--- src/rtl/rf_pkg.sv ---
// Shared constants and types for the integer register file.
package rf_pkg;

  localparam int XLEN_DEF  = 64;
  localparam int NREGS_DEF = 32;
  localparam int AW_DEF    = $clog2(NREGS_DEF);
  localparam int ZERO_REG  = 0;

  typedef enum logic {
    CLEAR = 1'b0,
    READY = 1'b1
  } rf_state_t;

endpackage

--- src/rtl/rf_scoreboard.sv ---
// Pending-write scoreboard: one busy bit per register, set by issue,
// cleared by writeback, with issue winning when both hit the same register.
module rf_scoreboard
  import rf_pkg::*;
#(
  parameter  int NREGS = NREGS_DEF,
  localparam int AW    = $clog2(NREGS)
) (
  input  logic          clk,
  input  logic          rst,
  input  logic          en_i,
  input  logic          issue_en_i,
  input  logic [AW-1:0] issue_rd_i,
  input  logic          wr_en_i,
  input  logic [AW-1:0] wr_addr_i,
  input  logic [AW-1:0] rs1_addr_i,
  input  logic [AW-1:0] rs2_addr_i,
  output logic          rs1_busy_o,
  output logic          rs2_busy_o
);

  localparam logic [NREGS-1:0] ONE_HOT0 = {{(NREGS-1){1'b0}}, 1'b1};

  logic [NREGS-1:0] busy_q;
  logic [NREGS-1:0] busy_d;
  logic [NREGS-1:0] set_mask_s;
  logic [NREGS-1:0] clr_mask_s;
  logic             issue_hit_s;
  logic             wr_hit_s;

  // Next busy vector: clear the written-back register, then OR in the new
  // producer so a same-register collision leaves the bit set.
  always_comb begin
    issue_hit_s = en_i && issue_en_i && (issue_rd_i != AW'(ZERO_REG));
    wr_hit_s    = en_i && wr_en_i && (wr_addr_i != AW'(ZERO_REG));
    set_mask_s  = issue_hit_s ? (ONE_HOT0 << issue_rd_i) : {NREGS{1'b0}};
    clr_mask_s  = wr_hit_s ? (ONE_HOT0 << wr_addr_i) : {NREGS{1'b0}};
    busy_d      = (busy_q & ~clr_mask_s) | set_mask_s;
  end

  // Busy vector register, cleared by synchronous reset.
  always_ff @(posedge clk) begin
    if (rst) begin
      busy_q <= {NREGS{1'b0}};
    end else begin
      busy_q <= busy_d;
    end
  end

  // Busy lookup: a register being written back this cycle is reported free
  // because its value is already available through the bypass.
  always_comb begin
    rs1_busy_o = en_i && (rs1_addr_i != AW'(ZERO_REG)) && busy_q[rs1_addr_i]
                 && !(wr_en_i && (wr_addr_i == rs1_addr_i));
    rs2_busy_o = en_i && (rs2_addr_i != AW'(ZERO_REG)) && busy_q[rs2_addr_i]
                 && !(wr_en_i && (wr_addr_i == rs2_addr_i));
  end

endmodule

--- src/rtl/regfile_sb.sv ---
// Integer register file: 2 read / 1 write, x0 hardwired to zero, same-cycle
// write-to-read bypass, sequential clear after reset and a pending-write
// scoreboard for decode hazard stalls.
module regfile_sb
  import rf_pkg::*;
#(
  parameter  int XLEN  = XLEN_DEF,
  parameter  int NREGS = NREGS_DEF,
  localparam int AW    = $clog2(NREGS)
) (
  input  logic            clk,
  input  logic            rst,
  input  logic [AW-1:0]   rs1_addr,
  input  logic [AW-1:0]   rs2_addr,
  output logic [XLEN-1:0] rs1_data,
  output logic [XLEN-1:0] rs2_data,
  output logic            rs1_busy,
  output logic            rs2_busy,
  input  logic            wr_en,
  input  logic [AW-1:0]   wr_addr,
  input  logic [XLEN-1:0] wr_data,
  input  logic            issue_en,
  input  logic [AW-1:0]   issue_rd,
  output logic            init_done
);

  rf_state_t       state_q;
  rf_state_t       state_d;
  logic [AW-1:0]   clr_cnt_q;
  logic [AW-1:0]   clr_cnt_d;
  logic            ready_s;

  logic [XLEN-1:0] mem_q [NREGS];
  logic            mem_we_s;
  logic [AW-1:0]   mem_waddr_s;
  logic [XLEN-1:0] mem_wdata_s;

  assign ready_s   = (state_q == READY);
  assign init_done = ready_s;

  // Clear FSM next state: walk every entry once, then go READY.
  always_comb begin
    state_d   = state_q;
    clr_cnt_d = clr_cnt_q;
    case (state_q)
      CLEAR: begin
        clr_cnt_d = clr_cnt_q + AW'(1);
        if (clr_cnt_q == AW'(NREGS - 1)) begin
          state_d = READY;
        end else begin
          state_d = CLEAR;
        end
      end
      READY: begin
        state_d   = READY;
        clr_cnt_d = clr_cnt_q;
      end
      default: begin
        state_d   = CLEAR;
        clr_cnt_d = {AW{1'b0}};
      end
    endcase
  end

  // FSM state register; reset restarts the clear walk from entry 0.
  always_ff @(posedge clk) begin
    if (rst) begin
      state_q   <= CLEAR;
      clr_cnt_q <= {AW{1'b0}};
    end else begin
      state_q   <= state_d;
      clr_cnt_q <= clr_cnt_d;
    end
  end

  // Array write select: clear walk owns the port in CLEAR, writeback in READY.
  always_comb begin
    mem_we_s    = 1'b0;
    mem_waddr_s = clr_cnt_q;
    mem_wdata_s = {XLEN{1'b0}};
    if (rst) begin
      mem_we_s = 1'b0;
    end else if (state_q == CLEAR) begin
      mem_we_s    = 1'b1;
      mem_waddr_s = clr_cnt_q;
      mem_wdata_s = {XLEN{1'b0}};
    end else if (wr_en && (wr_addr != AW'(ZERO_REG))) begin
      mem_we_s    = 1'b1;
      mem_waddr_s = wr_addr;
      mem_wdata_s = wr_data;
    end else begin
      mem_we_s = 1'b0;
    end
  end

  // Array storage; only the clear walk initialises it.
  always_ff @(posedge clk) begin
    if (mem_we_s) begin
      mem_q[mem_waddr_s] <= mem_wdata_s;
    end
  end

  // Read ports: x0 and CLEAR read zero, a matching writeback is bypassed.
  always_comb begin
    rs1_data = {XLEN{1'b0}};
    rs2_data = {XLEN{1'b0}};
    if (ready_s && (rs1_addr != AW'(ZERO_REG))) begin
      rs1_data = (wr_en && (wr_addr == rs1_addr)) ? wr_data : mem_q[rs1_addr];
    end else begin
      rs1_data = {XLEN{1'b0}};
    end
    if (ready_s && (rs2_addr != AW'(ZERO_REG))) begin
      rs2_data = (wr_en && (wr_addr == rs2_addr)) ? wr_data : mem_q[rs2_addr];
    end else begin
      rs2_data = {XLEN{1'b0}};
    end
  end

  rf_scoreboard #(
    .NREGS (NREGS)
  ) u_scoreboard (
    .clk        (clk),
    .rst        (rst),
    .en_i       (ready_s),
    .issue_en_i (issue_en),
    .issue_rd_i (issue_rd),
    .wr_en_i    (wr_en),
    .wr_addr_i  (wr_addr),
    .rs1_addr_i (rs1_addr),
    .rs2_addr_i (rs2_addr),
    .rs1_busy_o (rs1_busy),
    .rs2_busy_o (rs2_busy)
  );

endmodule

--- config.mk ---
export PLATFORM = sky130hd
export DESIGN_NAME = regfile_sb
export DESIGN_NICKNAME = d
export VERILOG_FILES = /design/src/rtl/rf_pkg.sv /design/src/rtl/rf_scoreboard.sv /design/src/rtl/regfile_sb.sv
export SDC_FILE = /design/constraint.sdc
export NUM_CORES = 2
export LEC_CHECK = 0
export BUFFER_PORTS_ARGS = -buffer_cell sky130_fd_sc_hd__buf_2
export CAP_MARGIN = 20
export CORE_MARGIN = 5
export CORE_UTILIZATION = 32
export DETAILED_ROUTE_END_ITERATION = 6
export MAX_ROUTING_LAYER = met4
export PLACE_DENSITY_LB_ADDON = 0.05
export SLEW_MARGIN = 20
export SYNTH_ARGS = -nofsm -noshare
export SYNTH_HDL_FRONTEND = slang
export SYNTH_HIERARCHICAL = 1
export SYNTH_SLANG_ARGS = --single-unit
--- constraint.sdc ---
create_clock -name clk -period 11.8 [get_ports clk]
set_input_delay 0.59 -clock clk [delete_from_list [all_inputs] [get_ports clk]]
set_output_delay 0.59 -clock clk [all_outputs]
set_load 0.05 [all_outputs]
[After elaboration in Yosys (flattened, before gate mapping)]
Memory sizes are Yosys's and may differ from the RTL's.
Index checks and enable logic that the tools add are counted.
Operators by class
  add/sub/neg operators: 1
  $lt $le $gt $ge: 2
  eq/ne operators: 3
  shift operators: 2
  muxes and demuxes: 24
  bitwise logic cells: 4
  reductions and logical operators: 19
Operator list (count)
  two-way mux 64 bit: 7
  two-way mux 32 bit: 2
  left shift 1 x 5 -> 32 bit (first input constant): 2
  AND 32 bit: 1
  inverter 32 bit: 1
  bitwise OR 32 bit: 1
  two-way mux 5 bit: 4
  nonzero test 5 bit: 4
  logical AND 1 bit: 13
  < comparator 5 x 6 -> 1 bit (second input constant): 2
  binary-select mux 1 bit (select 5 bit): 2
  equality test 5 bit: 2
  two-way mux 1 bit: 8
  adder 5 x 1 -> 5 bit (second input constant): 1
  equality test 5 bit (second input constant): 1
  zero test 1 bit: 2
  case mux 1 bit (2 select lines): 1
  inverter 1 bit: 1
Word-level totals
  flip-flop bits (word level): 38
  RAM bits: 2048
  memories: 1
Memories
  mem_q: words 32, width 64, rd ports 2, clocked after memory_dff 0, write ports 1, RTL line regfile_sb.sv:33  | logic [XLEN-1:0] mem_q [NREGS];

[Depth between registers and ports, before layout]
  depth after elaboration: 7
  depth in mapped cells: 10

[Modules after synthesis]
The synthesis kept the hierarchy.
Modules (own cells, without submodules)
  regfile_sb: instances 1, cells each 4648, area an instance 95394.0 um^2
  rf_scoreboard: instances 1, cells each 236, area an instance 2082.0 um^2

[Least setup slack after synthesis]
Ideal clock, no wire load.
  path kind: input -> register
  start point: in wr_addr[3]
  end point: mem mem_q[0][0] in the netlist's numbering, enable pin
  library setup time: 0.487 ns
  arrival time: 4.879 ns
  path slack: 6.434 ns
  cell stages on the path: 8
  path buffers: 3
  cells stage by stage: buf_2 or3_1 o311a_1 buf_6 mux2_4 or2_1 buf_2 nor2_1
On the way
  longest elaborated chain between the ends: 7
  elaborated cells on any way between the ends: 10
  classes of those cells: mux: 8; reduce/logical: 2
Ends and longest elaborated chain
  start: declaration: RTL line regfile_sb.sv:20  | input logic [AW-1:0] wr_addr,
  nonzero test 5 bit: RTL line regfile_sb.sv:87  | end else if (wr_en && (wr_addr != AW'(ZERO_REG))) begin
  logical AND 1 bit: RTL line regfile_sb.sv:87
  two-way mux 1 bit: RTL line regfile_sb.sv:87
  two-way mux 1 bit: RTL line regfile_sb.sv:83  | end else if (state_q == CLEAR) begin
  two-way mux 1 bit: RTL line regfile_sb.sv:81  | if (rst) begin
  two-way mux 1 bit: RTL line regfile_sb.sv:98  | if (mem_we_s) begin
  two-way mux 1 bit (implied by the code): RTL line regfile_sb.sv:99  | mem_q[mem_waddr_s] <= mem_wdata_s;
  end: declaration: RTL line regfile_sb.sv:33
Parallel ways exist; a longest one is shown, timed or not.

[Worst setup path after layout]
  start point: in rs2_addr[0]
  end point: out rs2_data[40]
On the way
  longest elaborated chain between the ends: 4
  elaborated cells on any way between the ends: 7
  classes of those cells: eq/ne: 1; mux: 2; reduce/logical: 3; memory: 1
Ends and longest elaborated chain
  start: declaration: RTL line regfile_sb.sv:14  | input logic [AW-1:0] rs2_addr,
  branches (longest 3 deep; another with memory read (32 x 64 bit))
  two-way mux 64 bit (*): RTL line regfile_sb.sv:112  | if (ready_s && (rs2_addr != AW'(ZERO_REG))) begin
  end: declaration: RTL line regfile_sb.sv:16  | output logic [XLEN-1:0] rs2_data,
Mark *: on every way between the ends.

==> metrics.md <==
| Metric | Value |
|---|---|
| Outcome | `finished clean` |
| Routed Antenna Nets | `0` |
| Number of CTS-inserted buffers | `245` |
| Power Dens Cells | `148 nW/µm²` |
| DR vias/cell | `5.91` |
| CP delay by family, top | `buffers and inverters` |
| Grt ovf | `0` |
| Avg Inst Size Synth | `20.0 µm²` |
| CTS H-tree lvls | `4` |
| CP bufs+invs | `5` |
| Setup Skew | `0.0514 ns` |
| Max-slew violations | `0` |
| CTS tree | `built` |
| Die H | `562 µm` |
| Count of cell types in the netlist | `60` |
| Commonest non-fill, non-tap cell in the layout | `edfxtp_1` |
| # rows | `202` |
| Crit Path Max Fanout | `50` |
| Max IR drop VDD | `131 µV` |
| Max frequency | `169 MHz` |
| Post-CTS Setup Bufs | `0` |
| Number of enable flip-flop cells after synthesis | `2048` |
| Post-DP HPWL | `197000 µm` |
| CP max stage delay | `0.72 ns` |
| Final period utilization | `50.3%` |
| Post-cts resize count | `0` |
| Clock transition at path regs | `0.06 ns` |
| Number of max-cap violations | `0` |
| Final Hold Viols | `0` |
| Initial Util | `32.2%` |
| Register-to-register setup slack | `6.26 ns` |
| Largest net degree at the start of global routing | `108` |
| Worst Setup End Kind | `output port` |
| Psw | `3.81 mW` |
| Ys async rst share | `0%` |
| Net Sw Frac | `23.1%` |
| RSZ-0062 raised after global routing | `false` |
| Combinational power share | `6.6%` |
| Min Hold Slack | `0.201 ns` |
| Top cell by count, worst path | `buf_4` |
| Setup violations, final | `0` |
| WP data required | `11.21 ns` |
| Synth top area cells | `edfxtp_1 (63%), mux4_2 (25%), a22oi_1 (2.0%), a211oi_1 (1.4%), clkbuf_1 (0.82%)` |
| Share of cells above drive strength 1 | `35.6%` |
| Placer Congestion | `0.752` |
| Worst Max-Slew Pin Slew | `1.17 ns` |
| Synth Cell Area | `97500 µm²` |
| Initial antenna violation count | `17` |
| Root Driver | `clkbuf_16` |
| Worst Hold Class | `in -> reg` |
| Worst Setup Slack, final | `5.87 ns` |
| DRT iter0 DRCs | `4787` |
| Total power | `16.5 mW` |
| Via Count | `54900` |
| Filler cell count | `27800` |
| Primary FF master, synth | `edfxtp_1` |
| DIE WIDTH | `562 µm` |
| Nets | `5193` |
| Commonest non-fill, non-tap cells in the layout | `edfxtp_1 (2048), mux4_2 (1086), a22oi_1 (254)` |
| P_int | `12.7 mW` |
| Post-Synthesis Net Count | `4974` |
| Period minus WS final | `5.93 ns` |
| Clock network power share | `44.4%` |
| Clk_lat worst skew | `0.93 ns` |
| Synth top area share | `63.1%` |
| Global-route wire length before repair | `486000 µm` |
| Reg power frac | `49.1%` |
| #FFs+latches synth | `2086` |
| WL/cell | `37.9 µm` |
| Leak pwr | `32.5 nW` |
| DP Worst Slack | `5.50 ns` |
| I/O pin cnt | `219` |
| Final wirelength | `352000 µm` |
| Cell Chain, Critical Path | `buf_8 > buf_4 > buf_4 > buf_4 > mux4_2 > mux4_2 > a211oi_1 > nor3_1 > buf_2` |
| Setup TNS | `0 ns` |
| Total core area | `303000 µm²` |
| Worst Path Arrival | `5.34 ns` |
| DR pass1 iterations | `6` |
| Sequential-to-total area share from yosys stat | `63.9%` |
| DIE AREA | `316000 µm²` |
| Seq. cell area | `62300 µm²` |
| Slowest CP cell | `a211oi_1` |
| Synth Instances | `4884` |
| Startpoint Class | `input pin` |
| Max_slew headroom | `21.5%` |
| Synth Warn # | `6` |
| Port Buffer Count | `218` |
| Area delta synth->final | `14.0%` |
| Global Route Usage Sum | `22.6%` |
| Critical path type | `in -> out` |
| Post-synth top area cell | `edfxtp_1` |
| CTS Buffer Depth | `4` |
| Detailed-route DRC error count | `0` |
| Multi-input gate area | `33600 µm²` |
| Number of global-route vias before repair | `57800` |
| # clock sinks | `2086` |
## kinds of logic (layout without fill, tap and decap cells)
| group | Yosys count | after routing | share of synthesized area, % |
|---|---|---|---|
| flip-flops | 2086 | 2086 | 63.9 |
| multiplexers | 1173 | 1173 | 26.2 |
| AO/OA/AOI/OAI | 730 | 730 | 5.23 |
| AND/OR/NAND/NOR | 442 | 442 | 2.37 |
| buffers and inverters | 428 | 851 | 2.07 |
| XOR/XNOR | 23 | 23 | 0.207 |
| adder cells (fa/ha/maj) | 2 | 2 | 0.0257 |
| other | 0 | 3 | 0 |
## timing repair
action	in CTS	in global routing
setup endpoints to repair	0	0
hold endpoints to repair	9	0
hold buffers	5	0
## metal layers
layer  vias up  global-route usage (%)  part of all wire [%]  routed length [µm]
li1      21900                       -                     -                   -
met1     30800                    31.4                    45              157000
met2      1796                    36.0                    48              169000
met3       443                    2.83                   5.3               18600
met4         0                    4.54                   2.1                7360
met5         -                       -                     0                   0
## final cells by class
cell class	instances	area share [%]
diodes	3	0.00675
clock buffers	302	5.77
clock inverters	149	1.07
inverters	5	0.0236
multi-input cells	2370	30.2
flip-flops and latches	2086	56.0
well taps	3978	4.48
repair buffers	395	2.43
## cell usage after synthesis, types with 3 or more instances
cell type     n
nor2b_1      79
o22a_1        4
a221oi_1      3
clkbuf_1    214
nand2b_1     11
nor2_1      112
nand4_1       7
nand3_1      16
a31oi_1       6
and2_1       66
or2_2         7
nand2_1      44
inv_1         4
mux4_2     1086
buf_4        17
a211o_1      62
xor2_1        6
xnor2_1      17
a22oi_1     254
dfxtp_1      38
o22ai_1       4
buf_6        24
a21o_1        3
o21ai_0      33
buf_1        37
nor4_1        5
nand3b_1      6
mux2i_1      71
nor3_1       70
a211oi_1    188
a21oi_1     156
buf_2       131
mux4_1       14
edfxtp_1   2048
nand4b_1      3
## flip-flops by register name, summed over array words and instances (netlist names)
signal	flops
mem_q	2048
u_scoreboard/busy_q	32
clr_cnt_q	5
init_done	1
## final timing paths
path | from | depth (start not counted) | end
worst max-delay path | rs2_addr[0] | 9 | rs2_data[40]
worst min register to register | u_scoreboard/busy_q[12] | 2 | u_scoreboard/busy_q[12]
worst min-delay path | rst | 3 | init_done
worst max register to register | init_done | 8 | mem_q[0][28]
## power groups by stage
stage | Clock [mW] | Combinational [mW] | Sequential [mW]
after floorplan | 0 | 0.713 | 8.24
after global placement | 0 | 1.10 | 8.25
after detailed placement | 0 | 1.10 | 8.25
after CTS | 7.53 | 1.10 | 8.09
after global routing | 7.83 | 1.15 | 8.09
final | 7.32 | 1.09 | 8.09
## stage by stage
stage                     area (µm²)  utilization, %  std cells
after global routing          111000            36.7       9288
after floorplan                97500               -       4884
after detailed placement      103000            34.1       8827
after global placement        103000            34.1       8820
final                         111000            36.7       9288
after CTS                     111000            36.7       9283
## tightest hold or removal path: stages
cell,delay [ns]
buf_2,0.10
buf_4,0.25
nor2_1,0.13
Note: power is estimated with default switching activity, not from simulation.
